$ cat config.mk
export PLATFORM = sky130hd
export DESIGN_NAME = pixel_array_readout
export DESIGN_NICKNAME = d
export VERILOG_FILES = /design/src/rtl/pixel_array_readout.sv
export SDC_FILE = /design/constraint.sdc
export NUM_CORES = 1
export LEC_CHECK = 0
export BUFFER_PORTS_ARGS = -buffer_cell sky130_fd_sc_hd__buf_2
export CAP_MARGIN = 20
export CORE_MARGIN = 2
export CORE_UTILIZATION = 60
export DETAILED_ROUTE_END_ITERATION = 6
export PLACE_DENSITY = 0.83
export SYNTH_ARGS = -nofsm -noshare
export SYNTH_HDL_FRONTEND = slang
export SYNTH_SLANG_ARGS = --single-unit
$ cat constraint.sdc
create_clock -name CLK -period 5.8 [get_ports CLK]
set_input_delay 0.58 -clock CLK [delete_from_list [all_inputs] [get_ports CLK]]
set_output_delay 0.58 -clock CLK [all_outputs]
set_load 0.01 [all_outputs]
$ cat src/rtl/pixel_array_readout.sv
// Pixel array frame sequencer: erase, expose, single-slope ramp conversion per pixel,
// then row-by-row readout over a valid/ready handshake.
module pixel_array_readout #(
    parameter int BITS          = 8,
    parameter int NROWS         = 2,
    parameter int NCOLS         = 2,
    parameter int ERASE_CYCLES  = 5,
    parameter int EXPOSE_CYCLES = 255
) (
    input  logic                        CLK,
    input  logic                        RESET,
    input  logic                        START,
    input  logic                        ABORT,
    input  logic [NROWS*NCOLS*BITS-1:0] PIX_LEVEL,
    output logic                        ERASE,
    output logic                        EXPOSE,
    output logic                        CONVERT,
    output logic [NROWS-1:0]            READ,
    output logic [NCOLS*BITS-1:0]       DATA_OUT,
    output logic                        DATA_VALID,
    input  logic                        DATA_READY,
    output logic                        BUSY,
    output logic                        FRAME_DONE
);

    localparam int PHASE_MAX = (ERASE_CYCLES > EXPOSE_CYCLES) ? ERASE_CYCLES : EXPOSE_CYCLES;
    localparam int CW        = (PHASE_MAX > 1) ? $clog2(PHASE_MAX) : 1;
    localparam int RW        = (NROWS > 1) ? $clog2(NROWS) : 1;

    localparam logic [CW-1:0]   ERASE_LAST  = CW'(ERASE_CYCLES - 1);
    localparam logic [CW-1:0]   EXPOSE_LAST = CW'(EXPOSE_CYCLES - 1);
    localparam logic [RW-1:0]   ROW_LAST    = RW'(NROWS - 1);
    localparam logic [BITS-1:0] RAMP_LAST   = '1;

    typedef enum logic [2:0] {
        S_IDLE,
        S_ERASE,
        S_EXPOSE,
        S_CONVERT,
        S_READOUT
    } state_t;

    state_t                      state;
    state_t                      state_n;
    logic [CW-1:0]               phase_cnt;
    logic [BITS-1:0]             ramp;
    logic [RW-1:0]               row;
    logic                        frame_done_q;
    logic                        enter_convert;
    logic                        row_xfer;
    logic                        last_xfer;

    logic [NROWS*NCOLS*BITS-1:0] level_p0;
    logic                        trip_p1 [NROWS][NCOLS];
    logic [BITS-1:0]             pix_p1  [NROWS][NCOLS];

    // A comparator trips once the ramp has reached the pixel's sampled level.
    function automatic logic ramp_reached(input logic [BITS-1:0] r, input logic [BITS-1:0] lvl);
        return r >= lvl;
    endfunction

    always_ff @(posedge CLK) begin
        if (RESET) begin
            state        <= S_IDLE;
            phase_cnt    <= '0;
            ramp         <= '0;
            row          <= '0;
            frame_done_q <= 1'b0;
        end else begin
            state <= state_n;
            if (state_n != state || state == S_IDLE) begin
                phase_cnt <= '0;
            end else begin
                phase_cnt <= phase_cnt + 1'b1;
            end
            // The ramp restarts at zero on every entry to CONVERT and after an abort.
            if (state == S_CONVERT && state_n == S_CONVERT) begin
                ramp <= ramp + 1'b1;
            end else begin
                ramp <= '0;
            end
            if (state_n != S_READOUT) begin
                row <= '0;
            end else if (row_xfer) begin
                row <= row + 1'b1;
            end
            frame_done_q <= last_xfer;
        end
    end

    always_comb begin
        state_n    = state;
        ERASE      = 1'b0;
        EXPOSE     = 1'b0;
        CONVERT    = 1'b0;
        DATA_VALID = 1'b0;
        BUSY       = (state != S_IDLE);
        READ       = '0;
        case (state)
            S_IDLE: begin
                if (START) state_n = S_ERASE;
            end
            S_ERASE: begin
                ERASE = 1'b1;
                if (phase_cnt == ERASE_LAST) state_n = S_EXPOSE;
            end
            S_EXPOSE: begin
                EXPOSE = 1'b1;
                if (phase_cnt == EXPOSE_LAST) state_n = S_CONVERT;
            end
            S_CONVERT: begin
                CONVERT = 1'b1;
                if (ramp == RAMP_LAST) state_n = S_READOUT;
            end
            S_READOUT: begin
                DATA_VALID = 1'b1;
                READ[row]  = 1'b1;
                if (DATA_READY && row == ROW_LAST) state_n = S_IDLE;
            end
            default: state_n = S_IDLE;
        endcase
        if (ABORT && state != S_IDLE) state_n = S_IDLE;
    end

    assign enter_convert = (state == S_EXPOSE) && (state_n == S_CONVERT);
    assign row_xfer      = (state == S_READOUT) && DATA_READY;
    assign last_xfer     = row_xfer && (row == ROW_LAST) && !ABORT;
    assign FRAME_DONE    = frame_done_q;

    // Stage p0: levels captured on the last EXPOSE cycle; p1: per-pixel ramp conversion.
    always_ff @(posedge CLK) begin
        if (RESET) begin
            level_p0 <= '0;
            for (int r = 0; r < NROWS; r++) begin
                for (int c = 0; c < NCOLS; c++) begin
                    trip_p1[r][c] <= 1'b0;
                    pix_p1[r][c]  <= '0;
                end
            end
        end else if (enter_convert) begin
            level_p0 <= PIX_LEVEL;
            for (int r = 0; r < NROWS; r++) begin
                for (int c = 0; c < NCOLS; c++) begin
                    trip_p1[r][c] <= 1'b0;
                    pix_p1[r][c]  <= '0;
                end
            end
        end else if (state == S_CONVERT) begin
            for (int r = 0; r < NROWS; r++) begin
                for (int c = 0; c < NCOLS; c++) begin
                    if (!trip_p1[r][c]) begin
                        pix_p1[r][c]  <= ramp;
                        trip_p1[r][c] <= ramp_reached(ramp, level_p0[(r*NCOLS + c)*BITS +: BITS]);
                    end
                end
            end
        end
    end

    // Row mux is gated so DATA_OUT rests at zero whenever no row is presented.
    always_comb begin
        DATA_OUT = '0;
        if (state == S_READOUT) begin
            for (int c = 0; c < NCOLS; c++) begin
                DATA_OUT[c*BITS +: BITS] = pix_p1[row][c];
            end
        end
    end

endmodule

==> results.py, run 1 <==
metrics = {
    "global_route": {
        "grt_pass1_wl_um": 14300,
        "antenna_found_initial": 0,
        "grt_use_total_pct": 21.61,
        "grtUsageMet3_pct": 5.560,
        "grt_busiest_layer": "met2",
        "grt_use_met2_pct": 35.80,
        "grt.met1_usage_pct": 27.21,
        "overflow": 0,
        "grt_pass1_vias": 3134,
        "grt_max_degree": 47,
    },
    "setup_path": {
        "worstPathMaxFanout": 16,
        "worst_ep_required_time_ns": 5.87,
        "worstSetupEndpointType": "flop",
        "max_stage_delay_ns": 0.80,
        "critical_path_arrival_ns": 3.28,
        "worstSetupPathType": "flop to flop",
        "crit_path_cell_trace": "ha_1, and3_2, a311o_2, a211oi_4, nor2_1, o21ai_0, clkbuf_2",
        "worst-path-buf-inv": 1,
        "path_delay_family": "compound AO/OA/AOI/OAI gates",
        "cpMaxStageDelayCell": "a211oi_4",
        "startpoint_type": "flop",
    },
    "placed_design": {
        "post-dp-hpwl_um": 5964,
        "gp_congestion": 0.7996,
        "pre_cts_ws_ns": 2.527,
        "io_buffers": 60,
    },
    "cells_and_area": {
        "num_antenna_cells": 0,
        "multi_input_area_sq_um": 2127,
        "regArea_sq_um": 2162,
        "n_fill_cell": 563,
        "syn2layout_area_growth_pct": 12.08,
        "drive_gt1_share_pct": 18.89,
        "layout.nets": 556,
    },
    "sta": {
        "rsz0062_at_grt": "no",
        "setup_ws_ns": 2.586,
        "slew_headroom_pct": 37.94,
        "hold_viol_final": 0,
        "final_max_slew_viol_count": 0,
        "clock_skew_ns": 0.007979,
        "finalCritPeriodShare_pct": 55.41,
        "max_freq_mhz": 311.2,
        "fin_crit_ns": 3.214,
        "tns_ns": 0,
        "finalSetupViolCount": 0,
        "tightest_slew_ns": 0.9279,
    },
    "power_and_ir_drop": {
        "power_switching_share_pct": 20.99,
        "ir_drop_v": 0.0001429,
        "power_frac_comb_pct": 3.4,
        "power_frac_clock_pct": 39.4,
        "p_leak_nw": 1.975,
        "p_per_area_nw_per_um2": 230.2,
        "internal_power_uw": 924.6,
        "seq_power_share_pct": 57.3,
        "switchingPower_uw": 245.7,
    },
    "clocking": {
        "cts_inserted_buffers": 9,
        "cts_hold_repair.buffers": 0,
        "cts_root_buf": "clkbuf_8",
        "cts_max_path_buffers": 2,
        "cts_setup_buffers": 0,
        "clk_latency_ns": 0.36,
        "clk_pin_slew_ns": 0.09,
        "cts_sinks": 90,
        "cts_tree": "done",
        "cts_resized": 0,
        "ctsHtreeMaxLevel": 3,
    },
    "die": {
        "die_w_um": 90.95,
        "initial_core_util_pct": 62.20,
        "die_h_um": 90.95,
        "core-area_sq_um": 7292,
        "floorplan.io_pins": 61,
        "rows": 31,
        "die-area_sq_um": 8271,
    },
    "yosys": {
        "netlist_top_cells_area": "dfxtp_1, edfxtp_1, mux2i_1, ha_1, nor2_1",
        "synth_commonest_cells": "nor2_1, dfxtp_1, mux2i_1",
        "netlist_instances": 424,
        "syn_nets": 498,
        "synth_top_area_share_pct": 23.83,
        "synthArstFlopShare_pct": 0,
        "syn_area_sq_um": 4536,
        "ys_types": 51,
        "ys_warn_count": 0,
        "yosys_register_bits": 90,
        "avgSynthCellArea_sq_um": 10.70,
        "seq_area_frac_synth_pct": 47.67,
        "synth_most_common_cell": "nor2_1",
        "synth_largest_area_cell": "dfxtp_1",
        "synth_edf_count": 36,
        "ys.flop_type": "dfxtp_1",
    },
    "routing": {
        "wl_um": 8459,
        "via_count": 3143,
        "ant_nets": 0,
        "drtIter0Drc": 126,
        "detail_route.vias_per_cell": 5.363,
        "drcViolationCount": 0,
        "dr.pass1.iters": 4,
        "wire_per_inst_um": 14.44,
    },
    "min_path": {
        "holdCritPathClass": "input port to flop",
    },
    "job": {
        "maxCapViolCount": 0,
    },
    "outcome": {
        "status": "complete, no violations",
    },
}
==> metal layers <==
| metal | share of wire [%] | vias to the layer above |
|---|---|---|
| met3 | 5.5 | 11 |
| met2 | 47 | 79 |
| met1 | 46 | 1470 |
| met5 | 0 | - |
| met4 | 1.3 | 0 |
| li1 | - | 1583 |
==> cell usage in the layout, fill, tap and decap left out, drive strengths merged, types with 9 or more instances in the layout <==
master,netlist,final
ha,37,37
o21ai,9,9
a211oi,11,11
inv,36,36
clkbuf,10,10
buf,6,62
and2,27,27
edfxtp,36,36
mux2i,48,48
nor2,71,71
dfxtp,54,54
==> cells by family after synthesis <==
| family | after synthesis | share of synthesized area [%] |
|---|---|---|
| adder cells (fa/ha/maj) | 37 | 10.21 |
| buffers and inverters | 52 | 5.600 |
| flip-flops | 90 | 47.67 |
| XOR/XNOR | 13 | 2.510 |
| AND/OR/NAND/NOR | 138 | 15.86 |
| multiplexers | 48 | 10.59 |
| AO/OA/AOI/OAI | 46 | 7.559 |
==> area by class of cell <==
cell class / instances / area share [%]
Sequential cell: 90 / 42.53
Tap cell: 99 / 2.437
Timing Repair Buffer: 63 / 6.252
Inverter: 36 / 2.658
Clock inverter: 7 / 1.846
Multi-Input combinational cell: 282 / 41.84
Clock buffer: 9 / 2.437
==> worst paths after layout <==
kind | start | end | slack (ns) | cells past startpoint
worst min register to register | phase_cnt[0] | phase_cnt[0] | 0.48 | 1
worst max register to register | ramp[1] | pix_p1[1][9] | 2.59 | 7
worst min-delay path | PIX_LEVEL[4] | level_p0[4] | 0.46 | 3
worst max-delay path | ramp[1] | pix_p1[1][9] | 2.59 | 7
==> power groups by stage <==
stage	combinational (mW)	clock (mW)	sequential (mW)
2_1_floorplan	0.0219	0	0.682
4_1_cts	0.0387	0.468	0.670
5_1_grt	0.0435	0.492	0.672
6_report	0.0392	0.461	0.670
3_5_place_dp	0.0386	0	0.685
3_3_place_gp	0.0378	0	0.685
==> worst reg2reg max path, stage by stage, from the launching register on <==
cell and delay, ns:
dfxtp_1 0.45, ha_1 0.27, and3_2 0.22, a311o_2 0.43
a211oi_4 0.80, nor2_1 0.14, o21ai_0 0.34, clkbuf_2 0.29
==> state kept, by name, indices dropped and copies added (netlist names), named ones only <==
signal,flops
ramp,8
FRAME_DONE,1
pix_p1,32
row,1
phase_cnt,8
state,3
level_p0,32
trip_p1,4
==> per-stage QoR <==
stage | utilization, % | power (mW) | hold slack, ns | cells | area, sq um
final | 69.72 | 1.170 | 0.4583 | 586 | 5084
after floorplan | - | 0.7043 | 0.4297 | 424 | 4536
after CTS | 69.58 | 1.177 | 0.4467 | 584 | 5074
after detailed placement | 66.59 | 0.7237 | 0.4621 | 568 | 4856
after global routing | 69.72 | 1.207 | 0.4515 | 586 | 5084
after global placement | 66.59 | 0.7224 | 0.4445 | 568 | 4856
No activity file was read; power rests on OpenSTA's default activity.
==> inputs of run 2 (changes only) <==
--- a/config.mk
+++ b/config.mk
@@ -5,12 +5,13 @@
 export SDC_FILE = /design/constraint.sdc
 export NUM_CORES = 1
 export LEC_CHECK = 0
+export ABC_AREA = 1
 export BUFFER_PORTS_ARGS = -buffer_cell sky130_fd_sc_hd__buf_2
 export CAP_MARGIN = 20
 export CORE_MARGIN = 2
-export CORE_UTILIZATION = 60
+export CORE_UTILIZATION = 58
 export DETAILED_ROUTE_END_ITERATION = 6
-export PLACE_DENSITY = 0.83
+export PLACE_DENSITY = 0.8
 export SYNTH_ARGS = -nofsm -noshare
 export SYNTH_HDL_FRONTEND = slang
 export SYNTH_SLANG_ARGS = --single-unit
==> constraint.sdc (replaced) <==
create_clock -name CLK -period 3.1 [get_ports CLK]
set_input_delay 0.31 -clock CLK [delete_from_list [all_inputs] [get_ports CLK]]
set_output_delay 0.31 -clock CLK [all_outputs]
set_load 0.01 [all_outputs]
==> run 2 against run 1 <==
Wire length is 16% higher. Critical path depth is 4 higher. First-iteration DRC count is 85% higher. Clock-buffer cell count stayed put. Via count is 25% higher. Critical endpoint is now ramp[4].
==> results.py, run 2 <==
metrics = {
    "outcome": {
        "status": "complete, no violations",
    },
    "global_route": {
        "grt_use_total_pct": 23.47,
        "antenna_found_initial": 0,
        "grt_max_degree": 67,
        "overflow": 0,
        "grt_pass1_wl_um": 16220,
        "grt_pass1_vias": 3647,
    },
    "clocking": {
        "cts_setup_buffers": 0,
        "clk_latency_ns": 0.37,
        "cts_max_path_buffers": 2,
        "cts_sinks": 90,
        "ctsHtreeMaxLevel": 3,
        "cts_inserted_buffers": 9,
        "cts_tree": "done",
        "cts_hold_repair.buffers": 0,
        "cts_root_buf": "clkbuf_8",
        "clk_pin_slew_ns": 0.10,
        "cts_resized": 0,
    },
    "setup_path": {
        "max_stage_delay_ns": 0.47,
        "path_delay_family": "simple AND/OR/NAND/NOR gates",
        "worstSetupEndpointType": "flop",
        "worst-path-buf-inv": 1,
        "worst_ep_required_time_ns": 3.40,
        "crit_top_cell": "nand2_1",
        "cpMaxStageDelayCell": "buf_4",
        "critical_path_arrival_ns": 2.85,
        "critPathLaunch": "ramp[1]",
        "r2r_slack_ns": 0.55,
        "worstSetupPathType": "flop to flop",
        "crit_path_cell_trace": "ha_1, nand2_1, nor2_1, nand2_1, nand2_1, nand3_1, nand2_1, nor2_4, buf_4, nand2_2, nor3b_2",
        "startpoint_type": "flop",
        "worstPathMaxFanout": 46,
        "r2r_start": "ramp[1]",
    },
    "power_and_ir_drop": {
        "power_mw": 2.136,
        "p_leak_nw": 2.205,
        "p_per_area_nw_per_um2": 404.0,
        "ir_drop_v": 0.0002706,
    },
    "sta": {
        "final_max_slew_viol_count": 0,
        "fin_crit_ns": 2.550,
        "hold_viol_final": 0,
        "tightest_slew_ns": 0.6122,
        "clock_skew_ns": 0.01143,
        "rsz0062_at_grt": "no",
        "max_freq_mhz": 392.1,
        "slew_headroom_pct": 59.18,
        "finalSetupViolCount": 0,
        "tns_ns": 0,
        "finalCritPeriodShare_pct": 82.27,
    },
    "yosys": {
        "yosys_register_bits": 90,
        "synthArstFlopShare_pct": 0,
        "syn_nets": 662,
        "ys.flop_type": "dfxtp_1",
        "syn_area_sq_um": 4742,
        "ys_warn_count": 0,
        "avgSynthCellArea_sq_um": 8.065,
        "synth_top_area_share_pct": 22.80,
        "synth_most_common_cell": "nand2_1",
        "ys_types": 28,
        "netlist_top_cells_area": "dfxtp_1, edfxtp_1, ha_1, nand2_1, nor2_1",
        "synth_largest_area_cell": "dfxtp_1",
        "synth_edf_count": 36,
        "netlist_instances": 588,
        "seq_area_frac_synth_pct": 45.59,
        "synth_commonest_cells": "nand2_1, nor2_1, a21oi_1, inv_1, dfxtp_1",
    },
    "die": {
        "rows": 32,
        "core-area_sq_um": 7807,
        "die-area_sq_um": 8915,
        "initial_core_util_pct": 60.74,
        "floorplan.io_pins": 61,
        "die_w_um": 94.42,
        "die_h_um": 94.42,
    },
    "min_path": {
        "hp-start": "ABORT",
        "holdCritPathClass": "input port to flop",
    },
    "routing": {
        "drtIter0Drc": 233,
        "via_count": 3941,
        "detail_route.vias_per_cell": 5.276,
        "drcViolationCount": 0,
        "dr.pass1.iters": 4,
        "wire_per_inst_um": 13.16,
        "ant_nets": 0,
        "wl_um": 9831,
    },
    "job": {
        "maxCapViolCount": 0,
    },
    "cells_and_area": {
        "final_core_util_pct": 67.72,
        "layout_common_cells": "nand2_1, nor2_1, inv_1, a21oi_1, buf_2",
        "syn2layout_area_growth_pct": 11.50,
        "drive_gt1_share_pct": 14.42,
        "num_antenna_cells": 0,
        "layout.nets": 714,
        "final_common_cell": "nand2_1",
        "reg_top3": "level_p0: 32 flops, pix_p1: 32 flops",
    },
    "placed_design": {
        "io_buffers": 60,
        "post-dp-hpwl_um": 7174,
        "gp_congestion": 0.9008,
    },
}
run 2: logic make-up after synthesis:
family | Yosys count | share of synthesized area [%]
DFF | 90 | 45.59
adders and majority gates | 37 | 9.762
AOI/OAI and AO/OA | 77 | 8.496
buffers and inverters | 93 | 7.916
and+or+nand+nor | 281 | 26.39
xor gates and xnor gates | 10 | 1.847
run 2: area by class of cell:
class                           instances  area [sq um]
Clock inverter                          7         68.82
Sequential cell                        90          2162
Timing Repair Buffer                   63         322.8
Clock buffer                            9         123.9
Multi-Input combinational cell        405          2216
Tap cell                              102         127.6
Inverter                               71         266.5
Fill cell                             663          2520
run 2: worst paths after layout:
check,end,depth (start not counted)
min reg2reg,ramp[0],1
min,FRAME_DONE,2
max,ramp[4],11
max reg2reg,ramp[4],11
run 2: power by group:
group / switching [mW] / total [mW] / internal (mW)
Sequential: 0.0107 / 1.26 / 1.25
Combinational: 0.0499 / 0.0888 / 0.0389
Clock: 0.471 / 0.786 / 0.315
Total: 0.531 / 2.14 / 1.60
run 2: per-layer routing:
| metal | routed length [um] | share of wire (%) | vias up | track usage [%] |
|---|---|---|---|---|
| li1 | - | - | 2019 | - |
| met1 | 4237 | 43 | 1788 | 29.91 |
| met2 | 4793 | 49 | 115 | 39.76 |
| met3 | 600 | 6.1 | 19 | 4.230 |
| met4 | 199 | 2.0 | 0 | 9.179 |
| met5 | 0 | 0 | - | 0 |
run 2: through the flow:
step | area (sq um) | cells | hold WS [ns] | worst slack (ns)
2_1_floorplan | 4742 | 588 | 0.3820 | 0.9430
3_3_place_gp | 5095 | 731 | 0.4403 | 0.7239
3_5_place_dp | 5095 | 731 | 0.4516 | 0.5786
4_1_cts | 5288 | 747 | 0.09096 | 0.5598
5_1_grt | 5288 | 747 | 0.09195 | 0.2837
6_report | 5288 | 747 | 0.09957 | 0.5495
